`config.mk`:
```
export PLATFORM = sky130hd
export DESIGN_NAME = spi_xfer_queue
export DESIGN_NICKNAME = d
export VERILOG_FILES = /design/src/rtl/spi_pkg.sv /design/src/rtl/sync_fifo.sv /design/src/rtl/spi_xfer_queue.sv
export SDC_FILE = /design/constraint.sdc
export NUM_CORES = 1
export LEC_CHECK = 0
export ABC_AREA = 0
export ABC_CLOCK_PERIOD_IN_PS = 5100
export CORE_MARGIN = 8
export CORE_UTILIZATION = 55
export DETAILED_ROUTE_END_ITERATION = 16
export PLACE_DENSITY = 0.8
export SETUP_SLACK_MARGIN = 0.4
export SYNTH_ARGS = -nofsm -noshare
export SYNTH_HDL_FRONTEND = slang
export SYNTH_SLANG_ARGS = --single-unit
```
`constraint.sdc`:
```
create_clock -name i_Clk -period 5.1 [get_ports i_Clk]
set_input_delay 0.765 -clock i_Clk [delete_from_list [all_inputs] [get_ports i_Clk]]
set_output_delay 0.765 -clock i_Clk [all_outputs]
set_load 0.005 [all_outputs]
```
`src/rtl/spi_pkg.sv`:
```
// Shared FSM state type and default sizing for the SPI transfer queue.
package spi_pkg;

  localparam int unsigned SPI_WIDTH = 8;
  localparam int unsigned SPI_DEPTH = 8;

  typedef enum logic [1:0] {
    StIdle,
    StWaitBusy,
    StWaitDone
  } xfer_state_t;

endpackage

```
`src/rtl/sync_fifo.sv`:
```
// Single-clock FIFO with show-ahead read, occupancy count and full/empty flags.
module sync_fifo #(
  parameter int unsigned WIDTH = 8,
  parameter int unsigned DEPTH = 8,
  localparam int unsigned AW = $clog2(DEPTH)
) (
  input  logic             clk_i,
  input  logic             rst_ni,
  input  logic             push_i,
  input  logic [WIDTH-1:0] wdata_i,
  input  logic             pop_i,
  output logic [WIDTH-1:0] rdata_o,
  output logic             full_o,
  output logic             empty_o,
  output logic [AW:0]      count_o
);

  localparam logic [AW:0] FullCount = (AW + 1)'(DEPTH);

  logic [WIDTH-1:0] mem_q [DEPTH];
  logic [AW-1:0]    wr_ptr_q, rd_ptr_q;
  logic [AW:0]      count_q;
  logic             do_push, do_pop;

  assign full_o  = (count_q == FullCount);
  assign empty_o = (count_q == '0);
  assign count_o = count_q;

  // Refused operations are dropped here so callers can drive raw requests.
  assign do_push = push_i && !full_o;
  assign do_pop  = pop_i && !empty_o;

  assign rdata_o = empty_o ? '0 : mem_q[rd_ptr_q];

  always_ff @(posedge clk_i or negedge rst_ni) begin
    if (!rst_ni) begin
      wr_ptr_q <= '0;
      rd_ptr_q <= '0;
      count_q  <= '0;
    end else begin
      if (do_push) wr_ptr_q <= wr_ptr_q + AW'(1);
      if (do_pop)  rd_ptr_q <= rd_ptr_q + AW'(1);
      count_q <= count_q + (AW + 1)'(do_push) - (AW + 1)'(do_pop);
    end
  end

  always_ff @(posedge clk_i) begin
    if (do_push) mem_q[wr_ptr_q] <= wdata_i;
  end

endmodule

```
`src/rtl/spi_xfer_queue.sv`:
```
// Byte queue in front of SPI_Master: TX FIFO, launch FSM and optional RX FIFO.
// RX path is built only when SPI_XFER_QUEUE_RX_EN is defined.
module spi_xfer_queue
  import spi_pkg::*;
#(
  parameter int unsigned WIDTH = SPI_WIDTH,
  parameter int unsigned DEPTH = SPI_DEPTH,
  localparam int unsigned AW = $clog2(DEPTH)
) (
  input  logic             i_Clk,
  input  logic             i_Rst_L,
  input  logic             i_wr_valid,
  input  logic [WIDTH-1:0] i_wr_data,
  output logic             o_wr_ready,
  output logic             o_rd_valid,
  output logic [WIDTH-1:0] o_rd_data,
  input  logic             i_rd_ready,
  output logic             o_TX_DV,
  output logic [WIDTH-1:0] o_TX_Byte,
  input  logic             i_TX_Ready,
  input  logic [WIDTH-1:0] i_RX_Byte,
  output logic             o_busy,
  output logic [AW:0]      o_tx_level,
  output logic             o_rx_ovf,
  input  logic             i_clr_ovf
);

  xfer_state_t      state_q, state_d;
  logic             tx_empty, tx_full;
  logic [WIDTH-1:0] tx_head;
  logic             launch, capture;
  logic             tx_dv_q;
  logic [WIDTH-1:0] tx_byte_q;

  sync_fifo #(
    .WIDTH(WIDTH),
    .DEPTH(DEPTH)
  ) u_tx_fifo (
    .clk_i  (i_Clk),
    .rst_ni (i_Rst_L),
    .push_i (i_wr_valid),
    .wdata_i(i_wr_data),
    .pop_i  (launch),
    .rdata_o(tx_head),
    .full_o (tx_full),
    .empty_o(tx_empty),
    .count_o(o_tx_level)
  );

  assign o_wr_ready = !tx_full;

  always_comb begin
    state_d = state_q;
    launch  = 1'b0;
    capture = 1'b0;
    unique case (state_q)
      StIdle: begin
        if (!tx_empty && i_TX_Ready) begin
          launch  = 1'b1;
          state_d = StWaitBusy;
        end
      end
      // Wait for the master to acknowledge the launch before looking for completion.
      StWaitBusy: begin
        if (!i_TX_Ready) state_d = StWaitDone;
      end
      StWaitDone: begin
        if (i_TX_Ready) begin
          capture = 1'b1;
          state_d = StIdle;
        end
      end
      default: state_d = StIdle;
    endcase
  end

  always_ff @(posedge i_Clk or negedge i_Rst_L) begin
    if (!i_Rst_L) begin
      state_q   <= StIdle;
      tx_dv_q   <= 1'b0;
      tx_byte_q <= '0;
    end else begin
      state_q <= state_d;
      tx_dv_q <= launch;
      if (launch) tx_byte_q <= tx_head;
    end
  end

  assign o_TX_DV   = tx_dv_q;
  assign o_TX_Byte = tx_byte_q;
  assign o_busy    = (state_q != StIdle) || !tx_empty;

`ifdef SPI_XFER_QUEUE_RX_EN
  logic        rx_full, rx_empty, rx_ovf_q;
  logic [AW:0] unused_rx_level;

  sync_fifo #(
    .WIDTH(WIDTH),
    .DEPTH(DEPTH)
  ) u_rx_fifo (
    .clk_i  (i_Clk),
    .rst_ni (i_Rst_L),
    .push_i (capture),
    .wdata_i(i_RX_Byte),
    .pop_i  (i_rd_ready),
    .rdata_o(o_rd_data),
    .full_o (rx_full),
    .empty_o(rx_empty),
    .count_o(unused_rx_level)
  );

  assign o_rd_valid = !rx_empty;

  // A new overflow takes priority over a clear in the same cycle.
  always_ff @(posedge i_Clk or negedge i_Rst_L) begin
    if (!i_Rst_L) begin
      rx_ovf_q <= 1'b0;
    end else if (capture && rx_full) begin
      rx_ovf_q <= 1'b1;
    end else if (i_clr_ovf) begin
      rx_ovf_q <= 1'b0;
    end
  end

  assign o_rx_ovf = rx_ovf_q;
`else
  logic unused_rx;

  assign unused_rx  = ^{i_rd_ready, i_clr_ovf, i_RX_Byte, capture};
  assign o_rd_valid = 1'b0;
  assign o_rd_data  = '0;
  assign o_rx_ovf   = 1'b0;
`endif

endmodule

```
==> reports/qor.yml, run 1 <==
timing:
  worstMarginPinSlew_ps: 979
  fin_crit_ps: 3030
  whs_ps: 509
  finalSetupViolCount: 0
  clock_skew_ps: 8.50
  hold_viol_final: 0
  fin_crit_sh_pct: 59.4
  tns_ps: 0
  slew_violations: 0
  timing.fmax_mhz: 330
  slew_headroom_pct: 34.6
  rsz0062_at_grt: "false"
drt:
  viasPerCell: 5.53
  drtPass1Iterations: 4
  drtAntennaViolNets: 0
  wire_per_inst_um: 18.5
  via_count: 1887
  totalWireLength_um: 6310
  drcViolationCount: 0
  drt-initial-drc-count: 118
global_routing:
  grt_util_all_layers_pct: 14.0
  antenna_found_initial: 0
  grt_pass1_wl_um: 10200
  grt-ovfl-total: 0
  grt_pass1_vias: 2004
  grt_max_degree: 35
finish:
  design_area_um2: 4100
  nets: 290
  area_growth_pct: 13.9
  n_antenna_cell: 0
  drive_gt1_share_pct: 18.2
  layout_common_cells: "64 x edfxtp_1, 26 x clkdlybuf4s50_1, 21 x dfrtp_1"
  final_common_cell: "edfxtp_1"
clock_tree:
  cts_buffer_depth: 2
  clock_tree.root_cell: "clkbuf_8"
  cts_tree: "done"
  clk_latency_ps: 340
  cts_setup_buffers: 0
  cts-resized-gates: 0
  numCtsBuffers: 9
  clock-sinks: 85
  ctsHoldBuffers: 0
  htree_levels: 3
  path_clk_slew_ps: 80
synthesis:
  ys.flop_type: "edfxtp_1"
  synth_cell_type_count: 33
  syn-instance-count: 229
  synth_edf_count: 64
  ys_seq_elements: 85
  synth_top_cell_by_area: "edfxtp_1"
  netlist_area_um2: 3600
  synthTopCellsByArea: "edfxtp_1 53%, dfrtp_1 15%, mux2_2 5.6%"
  yosys_warnings: 0
  avgSynthCellArea_um2: 15.7
  yosysSeqAreaShare_pct: 68.0
  async_reset_ff_share_pct: 24.7
  synth_top_area_share_pct: 53.4
run:
  cap_violations: 0
floorplan:
  die_y_um: 96.9
  initial_utilization_pct: 56.7
  fp.dieArea_um2: 9390
  die_w_um: 96.9
  coreArea_um2: 6350
  rows: 29
  io_pins: 47
setup_path:
  path_max_fanout: 11
  cp_cell_sequence: "clkdlybuf4s50_1, or3b_1, or2_4, inv_1, ha_1, inv_1, ha_1, a21o_1, a21oi_1, xor2_1"
  required_ps: 5370
  cp.arrival_ps: 3300
  crit_slowest_cell: "or3b_1"
  startpoint_type: "input pin"
  critPathTopFamily: "simple AND/OR/NAND/NOR gates"
  crit_buf_inv: 3
  critPathCaptureType: "register"
  path_class: "in -> reg"
  slowest_delay_ps: 520
worst_hold_path:
  hold_path.class: "reg -> reg"
place:
  place_congestion: 0.750
  dpl.hpwl_um: 4150
  dpl_cell_area_um2: 3890
  portBuffers: 26
pwr:
  p_per_area_nw_per_um2: 556
  peakVddDrop_uv: 402
  leakage_nw: 1.55
outcome:
  status: "finished, final reports clean"
==> metal layers <==
| metal | routed length [um] | vias up | track usage [%] |
|---|---|---|---|
| met4 | 129 | 0 | 6.98 |
| li1 | - | 896 | - |
| met2 | 3180 | 56 | 23.3 |
| met5 | 0 | - | 0 |
| met1 | 2660 | 922 | 16.4 |
| met3 | 336 | 13 | 3.34 |
==> kinds of logic (layout without fill, tap and decap cells) <==
| kind of cell | Yosys count | count (layout) | share of synthesized area [%] |
|---|---|---|---|
| xor+xnor | 7 | 7 | 1.70 |
| mux | 34 | 34 | 10.1 |
| flops | 85 | 85 | 68.0 |
| fa+ha+maj | 9 | 9 | 3.34 |
| other cells | 1 | 10 | 0.104 |
| buf+inv | 31 | 57 | 4.83 |
| simple gates | 28 | 28 | 4.38 |
| compound gates | 34 | 34 | 7.58 |
==> cell usage after synthesis (2+ instances only) <==
| cell type | number |
|---|---|
| clkbuf_1 | 2 |
| nand2_1 | 3 |
| o21ai_0 | 8 |
| nor2_1 | 8 |
| buf_1 | 2 |
| edfxtp_1 | 64 |
| inv_1 | 11 |
| xnor2_1 | 5 |
| a22o_1 | 8 |
| buf_6 | 2 |
| nor3b_1 | 3 |
| nand2b_1 | 4 |
| nand3_1 | 2 |
| o22ai_1 | 8 |
| dfrtp_1 | 21 |
| mux2i_1 | 16 |
| buf_2 | 4 |
| o31ai_2 | 8 |
| mux2_2 | 18 |
| buf_4 | 10 |
| nor3_1 | 2 |
| ha_1 | 8 |
| xor2_1 | 2 |
==> per-stage QoR <==
stage	total power [mW]	util, %	setup slack [ps]	instances
5_1_grt	2.41	64.6	1940	341
4_1_cts	2.30	64.6	2050	341
6_report	2.28	64.6	2070	341
2_1_floorplan	1.54	-	2500	238
3_3_place_gp	1.77	61.2	1720	325
3_5_place_dp	1.80	61.2	1710	325
==> report_power, final <==
part	switching (mW)	internal, mW
combinational	0.394	0.386
sequential	0.0858	0.909
clock	0.232	0.273
total	0.712	1.57
==> path summary, 6_finish.rpt <==
kind | start | end | slack, ps | cells after the start
max | i_TX_Ready | u_tx_fifo.count_o[3] | 2070 | 10
min | state_q[1] | state_q[0] | 510 | 1
max reg2reg | state_q[0] | u_tx_fifo.count_o[3] | 2550 | 9
min reg2reg | state_q[1] | state_q[0] | 510 | 1
max in group asynchronous | i_Rst_L | o_TX_Byte[1] | 3540 | 1
min in group asynchronous | i_Rst_L | u_tx_fifo.rd_ptr_q[2] | 960 | 1
==> sequential cells by signal, summed over array words and instances, names as in the netlist <==
register            count
u_tx_fifo.count_o       4
u_tx_fifo.mem_q        64
u_tx_fifo.rd_ptr_q      3
o_TX_DV                 1
u_tx_fifo.wr_ptr_q      3
state_q                 2
o_TX_Byte               8
==> worst reg2reg max path: stages, from the launching register on <==
cell     delay, ps
dfrtp_1        410
or3b_1         540
or2_4          380
inv_1          110
ha_1           190
inv_1           50
ha_1           270
a21o_1         170
a21oi_1        190
xor2_1         170
==> area by class of cell <==
cell class / instances / area (um2)
sequential: 85 / 2450
fill: 455 / 2250
inverter: 11 / 41.3
clock inverter: 7 / 90.1
multi-input combinational: 122 / 1010
tap: 77 / 96.3
timing repair buffer: 30 / 290
clock buffer: 9 / 124
Power figures use the tool's default switching activity.
==> run 2: changes to the inputs <==
--- a/config.mk
+++ b/config.mk
@@ -6,11 +6,11 @@
 export NUM_CORES = 1
 export LEC_CHECK = 0
 export ABC_AREA = 0
-export ABC_CLOCK_PERIOD_IN_PS = 5100
+export ABC_CLOCK_PERIOD_IN_PS = 2650
 export CORE_MARGIN = 8
-export CORE_UTILIZATION = 55
+export CORE_UTILIZATION = 49
 export DETAILED_ROUTE_END_ITERATION = 16
-export PLACE_DENSITY = 0.8
+export PLACE_DENSITY = 0.75
 export SETUP_SLACK_MARGIN = 0.4
 export SYNTH_ARGS = -nofsm -noshare
 export SYNTH_HDL_FRONTEND = slang
==> constraint.sdc (replaced) <==
create_clock -name i_Clk -period 2.65 [get_ports i_Clk]
set_input_delay 0.3975 -clock i_Clk [delete_from_list [all_inputs] [get_ports i_Clk]]
set_output_delay 0.3975 -clock i_Clk [all_outputs]
set_load 0.005 [all_outputs]
==> run 2 against run 1 <==
Die area grew 10%. Combinational power grew 110%. Final area grew 3.8%. Via count grew 2.4%. Global-route usage shrank 0.23 points. Wire length grew 4.7%.
==> reports/qor.yml, run 2 (synthesis gave the netlist of run 1 again) <==
setup_path:
  required_ps: 2900  # -2470 ps
  regToRegSetupSlack_ps: 450  # -2100 ps
  path_class: "reg -> reg"
  r2r-end: "u_tx_fifo.count_o[2]"
  r2r_cells: 9  # unchanged
  path_max_fanout: 4  # -7
  startpoint_type: "register"
  cp.arrival_ps: 2450  # -850 ps
  critPathCaptureType: "register"
  r2r_start: "state_q[1]"
global_routing:
  grt_util_all_layers_pct: 13.7  # -0.23 points
  grt_max_degree: 35  # unchanged
  grt_pass1_wl_um: 10300  # +0.47%
  antenna_found_initial: 0  # unchanged
  grt_pass1_vias: 1957  # -2.3%
  grt-ovfl-total: 0  # unchanged
floorplan:
  coreArea_um2: 7180  # +13%
  rows: 31  # +6.9%
  die_w_um: 102  # +5.0%
  io_pins: 47  # unchanged
  initial_utilization_pct: 50.2  # -6.5 points
  fp.dieArea_um2: 10300  # +10%
  die_y_um: 102  # +5.0%
outcome:
  status: "finished, final reports clean"
worst_hold_path:
  hold-path-cell-count: 2  # +1
  holdCritStartpoint: "i_TX_Ready"
  worstHoldEndpoint: "state_q[1]"
  hold_path.class: "in -> reg"
clock_tree:
  htree_levels: 3  # unchanged
  cts_buffer_depth: 2  # unchanged
  clock_tree.root_cell: "clkbuf_8"
  path_clk_slew_ps: 90  # about the same
  numCtsBuffers: 9  # unchanged
  clk_latency_ps: 360  # +20 ps
  clock-sinks: 85  # unchanged
  cts_tree: "done"
  ctsHoldBuffers: 0  # unchanged
pwr:
  finalPower_mw: 4.46  # +96%
  p_per_area_nw_per_um2: 1050  # +88%
  peakVddDrop_uv: 543  # +35%
  leakage_nw: 1.61  # +3.8%
finish:
  regMostFlops: "u_tx_fifo.mem_q"
  layout_common_cells: "64 x edfxtp_1, 23 x clkdlybuf4s50_1, 21 x dfrtp_1"
  nets: 303  # +4.5%
  n_antenna_cell: 0  # unchanged
  drive_gt1_share_pct: 25.6  # +7.4 points
  largest_reg_flops: 64  # unchanged
  final_util_pct: 59.4  # -5.2 points
  final_common_cell: "edfxtp_1"
  area_growth_pct: 18.3
  fin_cells: 376  # +10%
place:
  place_congestion: 0.764  # +1.8%
  placedCellCount: 358  # +10%
  portBuffers: 26  # unchanged
  preCtsSetupSlack_ps: -38.3  # -1750 ps
  dpl.hpwl_um: 4360  # +5.1%
timing:
  rsz0062_at_grt: "true"
  timing.fmax_mhz: 455
  worstMarginPinSlew_ps: 750  # -228 ps
  whs_ps: 353  # -156 ps
  slew_violations: 0  # unchanged
  timing.final.ws_setup_ps: 450  # -1620 ps
  finalSetupViolCount: 0  # unchanged
  clock_skew_ps: 15.6  # +7.10 ps
  hold_viol_final: 0  # unchanged
  fin_crit_sh_pct: 83.0
  fin_crit_ps: 2200
  slew_headroom_pct: 49.9  # +15 points
drt:
  drtPass1Iterations: 4  # unchanged
  totalWireLength_um: 6600  # +4.7%
  drtAntennaViolNets: 0  # unchanged
  drcViolationCount: 0  # unchanged
  wire_per_inst_um: 17.6  # -5.1%
  drt-initial-drc-count: 133  # +13%
  via_count: 1932  # +2.4%
  viasPerCell: 5.14  # -7.1%
run:
  cap_violations: 0  # unchanged
==> run 2: metal layers <==
layer | vias to the layer above | GRT usage (%) | wire length, um
li1 | 920 | - | -
met1 | 958 | 15.2 | 2780
met2 | 46 | 24.0 | 3290
met3 | 8 | 3.92 | 429
met4 | 0 | 5.84 | 93
met5 | - | 0 | 0
==> run 2: area by class of cell <==
class	count	area, um2
inverter	11	43.8
clock inverter	7	75.1
sequential	85	2450
multi-input combinational	122	1060
timing repair buffer	43	388
tap	99	124
fill	557	2920
clock buffer	9	124
==> run 2: repair_timing <==
action / 4_1_cts / 5_1_grt
setup buffers: 0 / 2
gates resized for setup: 9 / 8
setup endpoints to repair: 5 / 4
pin swaps: 0 / 3
==> run 2: stage by stage <==
| stage | setup TNS, ps | cell area, um2 |
|---|---|---|
| 2_1_floorplan | 0 | 3630 |
| 3_3_place_gp | -57.3 | 4000 |
| 3_5_place_dp | -72.4 | 4000 |
| 4_1_cts | 0 | 4220 |
| 5_1_grt | 0 | 4260 |
| 6_report | 0 | 4260 |
==> run 2: critical path, stage by stage (launching register included) <==
cell     delay [ps]
dfrtp_1         420
or3b_4          410
or2_4           270
inv_4            60
ha_4            190
inv_2            60
ha_4            120
inv_2            30
fa_1            400
xnor2_1         130
==> run 2: worst max path at each step <==
stage                      endpoint  slack, ps  cells after the start            startpoint
6_report       u_tx_fifo.count_o[2]        450                      9            state_q[1]
5_1_grt        u_tx_fifo.count_o[2]        380                      9            state_q[1]
4_1_cts                      o_busy        360                      7  u_tx_fifo.count_o[2]
3_5_place_dp   u_tx_fifo.count_o[1]        -40                     10            i_TX_Ready
3_3_place_gp   u_tx_fifo.count_o[2]        -30                     10            i_TX_Ready
2_1_floorplan  u_tx_fifo.count_o[2]        400                     10            state_q[0]
==> run 2: power by group <==
group / total [mW] / internal [mW] / switching, mW
sequential: 1.92 / 1.75 / 0.172
clock: 0.897 / 0.373 / 0.525
combinational: 1.65 / 0.836 / 0.811
